**src/rtl/mc_control_unit.sv**
```systemverilog
// mc_control_unit: multi-cycle control FSM for a small MIPS-like datapath.
//
// Each instruction walks IF -> ID -> (EXE_* -> MEM/WB_*) and returns to IF. The opcode is
// captured on the IF->ID edge, so changes on op at any other time have no effect. Every
// output is decoded combinationally from the registered state, the captured opcode and,
// in EXE_BR only, the Zero flag.
//
// Optional feature: define MC_JAL_EN to support jal (111010) and jr (111001), both of which
// complete in ID. Without it those opcodes are treated as illegal.
//
// Ports:
//   CLK        in   system clock, rising edge
//   RST        in   asynchronous active-low reset
//   op[5:0]    in   opcode from the instruction register
//   Zero       in   ALU zero flag (used in EXE_BR)
//   state[2:0] out  current state code (HALT reports 001)
//   ALUOp[2:0] out  ALU operation select
//   PCWre, IRWre, RegWre, mRD, mWR, InsMemRW   out  strobes, active high
//   ALUSrcA, ALUSrcB, ExtSel, DBDataSrc, WrRegDSrc  out  datapath selects
//   PCSrc[1:0] out  next-PC select
//   RegDst[1:0] out write-register select
module mc_control_unit (
  input  logic       CLK,
  input  logic       RST,
  input  logic [5:0] op,
  input  logic       Zero,
  output logic [2:0] state,
  output logic [2:0] ALUOp,
  output logic       PCWre,
  output logic       IRWre,
  output logic       RegWre,
  output logic       mRD,
  output logic       mWR,
  output logic       InsMemRW,
  output logic       ALUSrcA,
  output logic       ALUSrcB,
  output logic       ExtSel,
  output logic       DBDataSrc,
  output logic       WrRegDSrc,
  output logic [1:0] PCSrc,
  output logic [1:0] RegDst
);

  localparam logic [5:0] OpAdd  = 6'b000000;
  localparam logic [5:0] OpSub  = 6'b000001;
  localparam logic [5:0] OpAddi = 6'b000010;
  localparam logic [5:0] OpOr   = 6'b010000;
  localparam logic [5:0] OpAnd  = 6'b010001;
  localparam logic [5:0] OpOri  = 6'b010010;
  localparam logic [5:0] OpSll  = 6'b011000;
  localparam logic [5:0] OpSlt  = 6'b100110;
  localparam logic [5:0] OpSlti = 6'b100111;
  localparam logic [5:0] OpSw   = 6'b110000;
  localparam logic [5:0] OpLw   = 6'b110001;
  localparam logic [5:0] OpBeq  = 6'b110100;
  localparam logic [5:0] OpBne  = 6'b110101;
  localparam logic [5:0] OpJ    = 6'b111000;
  localparam logic [5:0] OpHalt = 6'b111111;
`ifdef MC_JAL_EN
  localparam logic [5:0] OpJal  = 6'b111010;
  localparam logic [5:0] OpJr   = 6'b111001;
`endif

  // Low three bits of each visible state equal its external code; HALT sits outside them.
  typedef enum logic [3:0] {
    StIf    = 4'd0,
    StId    = 4'd1,
    StExeLs = 4'd2,
    StMem   = 4'd3,
    StWbLd  = 4'd4,
    StExeBr = 4'd5,
    StExeAl = 4'd6,
    StWbAl  = 4'd7,
    StHalt  = 4'd8
  } state_e;

  state_e     state_q, state_d;
  logic [5:0] op_q;

  always_ff @(posedge CLK or negedge RST) begin
    if (!RST) begin
      state_q <= StIf;
      op_q    <= 6'b000000;
    end else begin
      state_q <= state_d;
      if (state_q == StIf) begin
        op_q <= op;
      end
    end
  end

  // Opcode decode of the captured instruction.
  logic is_r, is_imm, is_ld, is_st, is_br, is_j, is_halt, is_jal, is_jr, ends_in_id;

  always_comb begin
    is_r    = (op_q == OpAdd) || (op_q == OpSub) || (op_q == OpOr) || (op_q == OpAnd) ||
              (op_q == OpSll) || (op_q == OpSlt);
    is_imm  = (op_q == OpAddi) || (op_q == OpOri) || (op_q == OpSlti);
    is_ld   = (op_q == OpLw);
    is_st   = (op_q == OpSw);
    is_br   = (op_q == OpBeq) || (op_q == OpBne);
    is_j    = (op_q == OpJ);
    is_halt = (op_q == OpHalt);
`ifdef MC_JAL_EN
    is_jal  = (op_q == OpJal);
    is_jr   = (op_q == OpJr);
`else
    is_jal  = 1'b0;
    is_jr   = 1'b0;
`endif
    // j, jal, jr and every illegal opcode retire in ID.
    ends_in_id = !(is_r || is_imm || is_ld || is_st || is_br || is_halt);
  end

  logic [2:0] alu_dec;

  always_comb begin
    alu_dec = 3'b000;
    unique case (1'b1)
      (op_q == OpSub) || is_br:           alu_dec = 3'b001;
      (op_q == OpSll):                    alu_dec = 3'b100;
      (op_q == OpOr) || (op_q == OpOri):  alu_dec = 3'b101;
      (op_q == OpAnd):                    alu_dec = 3'b110;
      (op_q == OpSlt) || (op_q == OpSlti): alu_dec = 3'b111;
      default:                            alu_dec = 3'b000;
    endcase
  end

  always_comb begin
    state_d = state_q;
    case (state_q)
      StIf:    state_d = StId;
      StId: begin
        if (is_halt)             state_d = StHalt;
        else if (is_br)          state_d = StExeBr;
        else if (is_ld || is_st) state_d = StExeLs;
        else if (is_r || is_imm) state_d = StExeAl;
        else                     state_d = StIf;
      end
      StExeAl: state_d = StWbAl;
      StWbAl:  state_d = StIf;
      StExeLs: state_d = StMem;
      StMem:   state_d = is_ld ? StWbLd : StIf;
      StWbLd:  state_d = StIf;
      StExeBr: state_d = StIf;
      StHalt:  state_d = StHalt;
      default: state_d = StIf;
    endcase
  end

  always_comb begin
    state     = (state_q == StHalt) ? 3'b001 : state_q[2:0];
    ALUOp     = 3'b000;
    PCWre     = 1'b0;
    IRWre     = 1'b0;
    RegWre    = 1'b0;
    mRD       = 1'b0;
    mWR       = 1'b0;
    InsMemRW  = 1'b0;
    ALUSrcA   = 1'b0;
    ALUSrcB   = 1'b0;
    ExtSel    = 1'b1;
    DBDataSrc = 1'b0;
    WrRegDSrc = 1'b0;
    PCSrc     = 2'b00;
    RegDst    = 2'b00;

    // Selects only follow the captured opcode once it belongs to the current instruction.
    if ((state_q != StIf) && (state_q != StHalt)) begin
      ALUSrcA = (op_q == OpSll);
      ALUSrcB = is_imm || is_ld || is_st;
      ExtSel  = (op_q != OpOri);
      if (is_imm || is_ld) RegDst = 2'b01;
      else if (is_r)       RegDst = 2'b10;
    end

    case (state_q)
      StIf: begin
        IRWre    = 1'b1;
        InsMemRW = 1'b1;
      end
      StId: begin
        PCWre  = ends_in_id;
        RegWre = is_jal;
        if (is_j || is_jal) PCSrc = 2'b11;
        else if (is_jr)     PCSrc = 2'b10;
      end
      StExeAl, StExeLs: ALUOp = alu_dec;
      StWbAl: begin
        ALUOp     = alu_dec;
        RegWre    = 1'b1;
        WrRegDSrc = 1'b1;
        PCWre     = 1'b1;
      end
      StMem: begin
        ALUOp = alu_dec;
        mRD   = is_ld;
        mWR   = is_st;
        PCWre = is_st;
      end
      StWbLd: begin
        ALUOp     = alu_dec;
        RegWre    = 1'b1;
        DBDataSrc = 1'b1;
        WrRegDSrc = 1'b1;
        PCWre     = 1'b1;
      end
      StExeBr: begin
        ALUOp = alu_dec;
        PCWre = 1'b1;
        if (((op_q == OpBeq) && Zero) || ((op_q == OpBne) && !Zero)) PCSrc = 2'b01;
      end
      default: ;
    endcase
  end

endmodule

```
**config.mk**
```make
export PLATFORM = sky130hd
export DESIGN_NAME = mc_control_unit
export DESIGN_NICKNAME = d
export VERILOG_FILES = /design/src/rtl/mc_control_unit.sv
export SDC_FILE = /design/constraint.sdc
export NUM_CORES = 1
export LEC_CHECK = 0
export ABC_AREA = 1
export BUFFER_PORTS_ARGS = -buffer_cell sky130_fd_sc_hd__buf_2
export CORE_UTILIZATION = 44
export DETAILED_ROUTE_END_ITERATION = 12
export PLACE_DENSITY = 0.79
export SKIP_CTS_REPAIR_TIMING = 1
export SYNTH_ARGS = -nofsm -noshare
export SYNTH_HDL_FRONTEND = slang
export SYNTH_SLANG_ARGS = --single-unit
```
**constraint.sdc**
```tcl
create_clock -name CLK -period 1.05 [get_ports CLK]
set_input_delay 0.0525 -clock CLK [delete_from_list [all_inputs] [get_ports CLK]]
set_output_delay 0.0525 -clock CLK [all_outputs]
set_load 0.03 [all_outputs]
```
==> metrics, run 1 <==
H-tree Lvls=1; top cells by area, synth=dfrtp_1 (29%), nand2_1 (15%), nor2_1 (10%); cell area after synthesis=863.3 µm²; detailed placer's ending HPWL=2167 µm; post-synthesis cell type count=20; Cells after Synth=138; Num CTS Buffers=3; Post-synth ARST share=100.0%; Syn Nets=147; syn avg cell area=6.256 µm²; Post-synth EDFFs=0; Post-DP Area=0.001346 mm²; I/O Buffers=29; number of cell rows=15; Err=[ERROR DPL-0038] Utilization greater than 100%, impossible to legalize; Final GP Congestion=0.9633; ys flop type=dfrtp_1; clock root cell=clkbuf_4; outcome=stopped before the end; Yosys top cell by area=dfrtp_1; commonest cells in the netlist=nand2_1 (34), nor2_1 (24), inv_1 (21); Worst EP post-GRT repair=PCWre; sequential area share after synthesis=28.99%; Initial Utilization=48.42%; largest net degree at the start of global routing=16; post-synthesis sequential element count=10; Synth Warn #=0; last step reached=global routing (5_1_grt); I/O Pins=30; Die X=46.30 µm; most common cell in the netlist=nand2_1; clock sink count=10; Yosys top cell area share=28.99%; CTS Buffer Depth=2; worst endpoint type=output port; Die H=46.30 µm
[stage by stage]
step           util [%]  instances  setup TNS, ns  worst slack (ns)
2_1_floorplan         -        138         -2.849           -0.1848
3_3_place_gp      75.51        220         -5.522           -0.3123
3_5_place_dp      75.51        220         -6.485           -0.3980
4_1_cts           76.77        223         -12.47           -0.6993
[cell families after synthesis]
logic type | share of synthesized area [%]
flops | 28.99
simple gates | 44.93
compound gates | 10.44
buf+inv | 15.65
==> run 2: changes to the inputs <==
--- a/config.mk
+++ b/config.mk
@@ -7,9 +7,10 @@
 export LEC_CHECK = 0
 export ABC_AREA = 1
 export BUFFER_PORTS_ARGS = -buffer_cell sky130_fd_sc_hd__buf_2
-export CORE_UTILIZATION = 44
+export CORE_AREA = 2 2 63 65
 export DETAILED_ROUTE_END_ITERATION = 12
-export PLACE_DENSITY = 0.79
+export DIE_AREA = 0 0 65 67
+export PLACE_DENSITY_LB_ADDON = 0.15
 export SKIP_CTS_REPAIR_TIMING = 1
 export SYNTH_ARGS = -nofsm -noshare
 export SYNTH_HDL_FRONTEND = slang
==> constraint.sdc (replaced) <==
create_clock -name CLK -period 1.4 [get_ports CLK]
set_input_delay 0.07 -clock CLK [delete_from_list [all_inputs] [get_ports CLK]]
set_output_delay 0.07 -clock CLK [all_outputs]
set_load 0.03 [all_outputs]
==> metrics, run 2 <==
Post-synth EDFFs=0 (unchanged); Worst-Skew Late Latency=0.24 ns; antenna violations before repair=0; Worst path most repeated cell=buf_6; syn avg cell area=6.256 µm² (unchanged); most frequent cells in the layout=nand2_1 (31), buf_4 (22), inv_1 (16), buf_2 (15), nor2_1 (14); Syn Nets=147 (unchanged); DRC Markers=0; worst-case reg-to-reg path depth=6; outcome=finished, violations left; most common cell in the netlist=nand2_1; final setup TNS=-1.413 ns; Final Routed Wirelength=2631 µm; Clock Skews=0.006692 ns; max_cap viols=0; Slew HR=84.11%; Yosys top cell by area=dfrtp_1; Clk pwr share=8.5%; clk slew on worst S/H paths=0.05 ns; Final Hold Slack=0.03425 ns; Critical path destination=ALUOp[0]; Fin. Hold Viols=0; antenna viol nets, final=0; placeable core area=0.003606 mm²; Yosys top cell area share=28.99% (unchanged); top cells by area, synth=dfrtp_1 (29%), nand2_1 (15%), nor2_1 (10%); first-pass GRT wire length=4202 µm; clock root cell=clkbuf_8; Cells after Synth=138 (unchanged); Comb pwr share=73.5%; I/O Buffers=29 (unchanged); Worst Hold Class=primary input to flop; CTS tree=yes; ys flop type=dfrtp_1; # fillers=413; Largest register FFs=6; sequential share of power=18.1%; switching share of power=52.90%; Pre-antenna DRT Iters=4; Synth Warn #=0 (unchanged); Finish-stage setup viols=13; commonest non-fill, non-tap cell in the layout=nand2_1; register-to-register path setup slack=0.07 ns; RSZ-0062 raised after global routing=true; cell area after synthesis=863.3 µm² (unchanged); routed vias=1017; fin worst setup slack=-0.2016 ns; Die X=65 µm (+40%); Final GP Congestion=0.7969 (-17%); crit-path max FO=4; Num CTS Buffers=3 (unchanged); largest net degree at the start of global routing=16; fmax=624.4 MHz; clock sink count=10 (unchanged); Slew Limit Fails=0; FF-to-FF Start=state_q[1]; CP endpoint kind=primary output; I/O Pins=30 (unchanged); CP max stage cell=dfrtp_2; Biggest register=op_q; failing checks=setup timing; Die H=67 µm (+45%); vias in the first global route=989; Area growth, synth to finish=61.30%; DIE AREA=0.004355 mm²; peak supply drop=0.001006 V; sequential area share after synthesis=28.99% (unchanged); Pleak=0.7285 nW; DR WL/cell=11.29 µm; DR iter-0 viols=23; post-synthesis sequential element count=10 (unchanged); detailed placer's ending HPWL=2080 µm (-4.0%); Place WS=0.03039 ns (+0.4284 ns); top flop regs=op_q (6), state_q (4); Pwr Density=2561 mW/mm²; NetSw=1.887 mW; Via density=4.365; commonest cells in the netlist=nand2_1 (34), nor2_1 (24), inv_1 (21); CP Launch Type=flop; post-synthesis cell type count=20 (unchanged); GR Overflow Total=0; CP max stage delay=0.44 ns; final period utilization=114.4%; Critical Path, Cell by Cell=nor2_4, buf_6, nand3_1, nand2_1, inv_1, a31oi_2, buf_6; Post-synth ARST share=100.0% (unchanged); WP data arrival=1.53 ns; H-tree Lvls=1 (unchanged); # nets final=196; Initial Utilization=23.94% (-24 points); reg2reg end=op_q[5]; Required @ worst endpoint=1.33 ns; Critical path origin=op_q[2]; min Tclk post-route=1.602 ns; internal power=1.680 mW; ANT cells=0; layout cells sized above 1=49.19%; Worst Setup Path Type=flop to primary output; GRT Util Overall=12.57%; CTS Buffer Depth=2 (unchanged); Worst Max-Slew Pin Slew=0.2359 ns; number of cell rows=22 (+7)
run 2: cell counts after synthesis:
No cell type changed its count.
run 2: area by class of cell:
class | instances | area (µm²) | area share [%]
multi-input combinational | 98 | 565.5 | 40.61
clock buffer | 3 | 41.29 | 2.965
timing repair buffer | 50 | 374.1 | 26.86
sequential | 10 | 256.5 | 18.42
tap | 48 | 60.06 | 4.313
inverter | 24 | 95.09 | 6.828
run 2: cell families (layout without fill, tap and decap cells):
group                  count (synthesis)  count (layout)  share of synthesized area [%]
AOI/OAI and AO/OA                     17              17                          10.44
buffers and inverters                 30              77                          15.65
DFF                                   10              10                          28.99
and+or+nand+nor                       81              81                          44.93
run 2: per-stage QoR:
step	instances	total power, mW	utilization (%)	instance area (µm²)
6_report	233	3.567	38.62	1393
2_1_floorplan	138	2.093	-	887.1
3_5_place_dp	219	2.639	31.12	1122
3_3_place_gp	219	2.628	31.12	1122
4_1_cts	222	2.952	32.27	1164
5_1_grt	233	3.851	38.62	1393
run 2: worst min path at each step:
stage	startpoint	endpoint	slack (ns)	cells after the start
floorplan	RST	op_q[0]	-0.23	0
global placement	RST	op_q[2]	-0.05	1
detailed placement	RST	op_q[2]	-0.05	1
CTS	RST	op_q[1]	-0.30	1
global route	op[1]	op_q[1]	0.06	3
finish	op[1]	op_q[1]	0.03	3
run 2: power by group through the flow:
stage | Combinational, mW | Sequential, mW | Clock (mW)
after floorplan | 1.54 | 0.549 | 0
after global placement | 2.05 | 0.581 | 0
after detailed placement | 2.05 | 0.586 | 0
after CTS | 2.06 | 0.581 | 0.310
after global routing | 2.86 | 0.666 | 0.320
final | 2.62 | 0.644 | 0.302
run 2: critical path: cells and delay by family (launching register included):
family,cells,cell delay (ns)
AND/OR/NAND/NOR,3,0.41
flip-flops,1,0.44
AO/OA/AOI/OAI,1,0.13
buffers and inverters,3,0.33
run 2: per-layer routing:
| metal | share of wire (%) | vias to the layer above | global-route usage [%] |
|---|---|---|---|
| met5 | 0 | - | 0 |
| met3 | 3.8 | 2 | 2.196 |
| met4 | 1.1 | 0 | 5.053 |
| li1 | - | 521 | - |
| met2 | 50 | 22 | 22.68 |
| met1 | 45 | 472 | 14.64 |
No activity file was read; power rests on OpenSTA's default activity.
==> run 3: changes to the inputs <==
--- a/config.mk
+++ b/config.mk
@@ -11,6 +11,7 @@
 export DETAILED_ROUTE_END_ITERATION = 12
 export DIE_AREA = 0 0 65 67
 export PLACE_DENSITY_LB_ADDON = 0.15
+export RECOVER_POWER = 100
 export SKIP_CTS_REPAIR_TIMING = 1
 export SYNTH_ARGS = -nofsm -noshare
 export SYNTH_HDL_FRONTEND = slang
==> metrics, run 3 (same netlist as run 2, synthesis figures left out) <==
outcome=finished, violations left; failing checks=setup timing; largest net degree at the start of global routing=16 (unchanged); fin worst setup slack=-0.2004 ns (+0.001156 ns); CTS tree=yes; RSZ-0062 raised after global routing=true; # fillers=412 (-0.24%); most frequent cells in the layout=nand2_1 (31), buf_4 (20), inv_1 (16), nor2_1 (14), buf_2 (12); Place WS=0.03039 ns (unchanged); I/O Pins=30 (unchanged); Slew Limit Fails=0 (unchanged); Worst Setup Path Type=flop to primary output; Post-DP Area=0.001122 mm² (unchanged); antenna viol nets, final=0 (unchanged); hold path start=op[1]; Fin. Hold Viols=0 (unchanged); placeable core area=0.003606 mm² (unchanged); final period utilization=114.3% (about the same); DIE AREA=0.004355 mm² (unchanged); Final GP Congestion=0.7969 (unchanged); ANT cells=0 (unchanged); Final Hold Slack=0.03444 ns (+0.0001972 ns); peak supply drop=0.001006 V (about the same); Clock Skews=0.007743 ns (+0.001051 ns); Die H=67 µm (unchanged); vias in the first global route=989 (unchanged); Pwr Density=2558 mW/mm² (-0.15%); Biggest register=op_q; antenna violations before repair=0 (unchanged); Hold Path Depth=3 (unchanged); # nets final=196 (unchanged); final std cells w/o fill=233 (unchanged); number of cell rows=22 (unchanged); DR iter-0 viols=23 (unchanged); DRC Markers=0 (unchanged); Worst path most repeated cell=buf_6; CP max stage cell=dfrtp_2; min Tclk post-route=1.600 ns (-0.001156 ns); GRT Util Overall=12.57% (unchanged); max_cap viols=0 (unchanged); routed vias=1017 (unchanged); worst-case reg-to-reg path depth=6 (unchanged); first-pass GRT wire length=4202 µm (unchanged); Initial Utilization=23.94% (unchanged); Final Routed Wirelength=2632 µm (about the same); I/O Buffers=29 (unchanged); detailed placer's ending HPWL=2080 µm (unchanged); CP max stage delay=0.44 ns (about the same); Num CTS Buffers=3 (unchanged); Worst Hold Class=primary input to flop; DR WL/cell=11.30 µm (about the same); dpl cells=219 (unchanged); clock sink count=10 (unchanged); layout cells sized above 1=48.11% (-1.1 points); Worst Max-Slew Pin Slew=0.5907 ns (+0.3547 ns); clk slew on worst S/H paths=0.05 ns (about the same); Worst-Skew Late Latency=0.24 ns (about the same); Pre-antenna DRT Iters=4 (unchanged); clock root cell=clkbuf_8; commonest non-fill, non-tap cell in the layout=nand2_1; register-to-register path setup slack=0.08 ns (about the same); CP endpoint kind=primary output; Critical Path, Cell by Cell=nor2_4, buf_6, nand3_1, nand2_1, inv_1, a31oi_2, buf_6; FF-to-FF Start=state_q[1]; GR Overflow Total=0 (unchanged); Power Total=3.555 mW (-0.33%); Area growth, synth to finish=61.01%; Largest register FFs=6 (unchanged); H-tree Lvls=1 (unchanged); Pleak=0.7213 nW (-1.0%); WP data arrival=1.53 ns (about the same); Hold EP=op_q[1]; CP Launch Type=flop; final instance area=0.001390 mm² (-0.18%); Die X=65 µm (unchanged); Slew HR=60.62% (-23 points); fmax=624.8 MHz (about the same); Required @ worst endpoint=1.33 ns (about the same); CTS Buffer Depth=2 (unchanged); Via density=4.365 (unchanged); crit-path max FO=4 (unchanged); top flop regs=op_q (6), state_q (4); Finish-stage setup viols=13 (unchanged); reg2reg end=op_q[5]
run 3: changes by cell type in the layout (fill, tap and decap cells not counted), sizes merged:
cell	delta
clkbuf	+5
buf	-5
run 3: layer usage:
layer / wire length (µm) / up-vias / part of all wire (%) / track usage, %
met5: 0 / - / 0 / 0
met4: 28 / 0 / 1.1 / 5.053
met3: 100 / 2 / 3.8 / 2.196
met2: 1320 / 22 / 50 / 22.68
met1: 1182 / 472 / 45 / 14.64
li1: - / 521 / - / -
run 3: stage by stage:
stage | utilization (%) | TNS (ns)
finish | 38.55 | -1.395
global route | 38.55 | -2.693
CTS | 32.27 | -2.504
detailed placement | 31.12 | 0
global placement | 31.12 | 0
floorplan | - | 0
run 3: worst max path at each step:
stage                           from         to  slack, ns  depth (start not counted)
final                        op_q[2]   ALUOp[0]      -0.20                          7
after global routing         op_q[2]      PCWre      -0.30                          8
after CTS                    op_q[3]   ALUOp[2]      -0.23                          8
after detailed placement     op_q[3]   ALUOp[2]       0.03                          8
after global placement       op_q[3]   ALUOp[2]       0.03                          8
after floorplan           state_q[1]  WrRegDSrc       0.03                          5
run 3: layout make-up:
class                      count  area (µm²)  area share, %
clock buffer                   3       41.29          2.970
timing repair buffer          50       371.6          26.73
tap                           48       60.06          4.320
inverter                      24       95.09          6.841
multi-input combinational     98       565.5          40.68
sequential                    10       256.5          18.45
run 3: report_power, final:
part           leakage (nW)  internal (mW)  switching [mW]
sequential            0.120          0.434           0.210
combinational         0.580           1.05            1.56
clock                0.0216          0.188           0.112
run 3: worst max-delay path, delay by kind of cell (launching register included):
family	cells	cell delay, ns
flops	1	0.44
buf+inv	3	0.33
simple gates	3	0.41
compound gates	1	0.13
==> run 4: changes to the inputs <==
--- a/config.mk
+++ b/config.mk
@@ -10,7 +10,8 @@
 export CORE_AREA = 2 2 63 65
 export DETAILED_ROUTE_END_ITERATION = 12
 export DIE_AREA = 0 0 65 67
-export PLACE_DENSITY_LB_ADDON = 0.15
+export GPL_TIMING_DRIVEN = 0
+export PLACE_DENSITY = 0.56
 export RECOVER_POWER = 100
 export SKIP_CTS_REPAIR_TIMING = 1
 export SYNTH_ARGS = -nofsm -noshare
==> metrics, run 4 (same netlist as run 2, synthesis figures left out) <==
outcome=finished, violations left; failing checks=setup timing; placeable core area=0.003606 mm² (unchanged); DIE AREA=0.004355 mm² (unchanged); Pleak=0.7362 nW (+2.1%); # nets final=197 (+0.51%); Clock Skews=0.002988 ns (-0.004755 ns); Num CTS Buffers=3 (unchanged); commonest non-fill, non-tap cell in the layout=nand2_1; Worst-Skew Late Latency=0.24 ns (about the same); clk slew on worst S/H paths=0.05 ns (about the same); # fillers=385 (-6.6%); GR Overflow Total=0 (unchanged); Layout Utilization=40.49% (+1.9 points); antenna violations before repair=0 (unchanged); most frequent cells in the layout=nand2_1 (30), buf_6 (17), buf_4 (15); CP max stage cell=dfrtp_1; GRT Util Overall=11.48% (-1.1 points); Slew HR=62.36% (+1.7 points); Biggest register=op_q; Die H=67 µm (unchanged); antenna viol nets, final=0 (unchanged); vias in the first global route=907 (-8.3%); top flop regs=op_q (6), state_q (4); CP endpoint kind=primary output; Final Hold Slack=0.04019 ns (+0.005751 ns); max_cap viols=0 (unchanged); Worst Hold Class=primary input to flop; CP max stage delay=0.41 ns (-0.03 ns); Worst Setup Path Type=flop to primary output; RSZ-0062 raised after global routing=true; number of cell rows=22 (unchanged); layout cells sized above 1=53.76% (+5.7 points); final instance area=0.001460 mm² (+5.0%); CTS tree=yes; CP Launch Type=flop; final setup TNS=-1.801 ns (-0.4057 ns); Required @ worst endpoint=1.33 ns (about the same); fin worst setup slack=-0.2255 ns (-0.02506 ns); clock sink count=10 (unchanged); Via density=4.449 (+1.9%); clock root cell=clkbuf_8; crit-path max FO=5 (+1); Finish-stage setup viols=14 (+1); Fin. Hold Viols=0 (unchanged); Critical path origin=state_q[0]; DR iter-0 viols=67 (+190%); largest net degree at the start of global routing=12 (-4); min Tclk post-route=1.626 ns (+0.02506 ns); routed vias=1041 (+2.4%); Largest register FFs=6 (unchanged); Post-DP Area=0.001092 mm² (-2.7%); CTS Buffer Depth=2 (unchanged); ANT cells=0 (unchanged); I/O Pins=30 (unchanged); first-pass GRT wire length=3857 µm (-8.2%); Critical Path, Cell by Cell=inv_1, nor3_4, nand2_2, nor2_2, nand3_1, nand2_1, buf_6; Worst Path Buf+Inv=2 (-1); Slew Limit Fails=0 (unchanged); WP data arrival=1.56 ns (+0.03 ns); Pre-antenna DRT Iters=4 (unchanged); I/O Buffers=29 (unchanged); H-tree Lvls=1 (unchanged); Final Routed Wirelength=2609 µm (-0.87%); detailed placer's ending HPWL=1933 µm (-7.1%); Die X=65 µm (unchanged); peak supply drop=0.001396 V (+39%); Worst Max-Slew Pin Slew=0.5646 ns (-0.02602 ns); Top delay family on crit path=simple AND/OR/NAND/NOR gates; FF-to-FF Start=state_q[0]; Initial Utilization=23.94% (unchanged); Area growth, synth to finish=69.13%; Final GP Congestion=0.7692 (-3.5%); final period utilization=116.1% (+1.8 points); DRC Markers=0 (unchanged); fmax=615.2 MHz (-1.5%); Pwr Density=2574 mW/mm² (+0.65%); DR WL/cell=11.15 µm (-1.3%); hold path start=op[2]
[run 4: cell type report]
class | instances | area [µm²] | share of cell area (%)
clock buffer | 3 | 41.29 | 2.828
inverter | 24 | 100.1 | 6.855
buffer | 6 | 48.80 | 3.342
multi-input combinational | 98 | 590.6 | 40.45
tap | 48 | 60.06 | 4.113
sequential | 10 | 257.7 | 17.65
timing repair buffer | 45 | 361.6 | 24.76
[run 4: per-stage QoR]
stage | instances | total power, mW | setup WS, ns
2_1_floorplan | 138 | 2.093 | 0.02713
3_3_place_gp | 215 | 2.548 | -0.1525
3_5_place_dp | 215 | 2.561 | -0.1533
4_1_cts | 218 | 2.855 | -0.4101
5_1_grt | 234 | 4.045 | -0.3252
6_report | 234 | 3.759 | -0.2255
[run 4: power by group]
part / switching, mW / internal [mW]
Sequential: 0.207 / 0.439
Clock: 0.106 / 0.188
Combinational: 1.65 / 1.17
Total: 1.97 / 1.79
[run 4: final timing paths]
path / to / slack [ns] / cells after the start
setup / recovery: PCWre / -0.23 / 7
hold / removal: op_q[2] / 0.04 / 3
setup reg to reg: state_q[2] / 0.04 / 6
hold reg to reg: op_q[4] / 0.58 / 2
max in group asynchronous: state_q[2] / 0.65 / 2
min in group asynchronous: op_q[4] / 0.34 / 2
[run 4: per-layer routing]
| layer | up-vias | part of all wire, % | track usage (%) |
|---|---|---|---|
| li1 | 529 | - | - |
| met1 | 483 | 42 | 13.38 |
| met2 | 29 | 52 | 21.39 |
| met3 | 0 | 5.4 | 3.041 |
| met4 | 0 | 0 | 1.596 |
| met5 | - | 0 | 0 |
[run 4: worst min-delay path, cell delays in order]
cell,delay (ns)
buf_2,0.07
nand2_1,0.04
o21ai_0,0.06
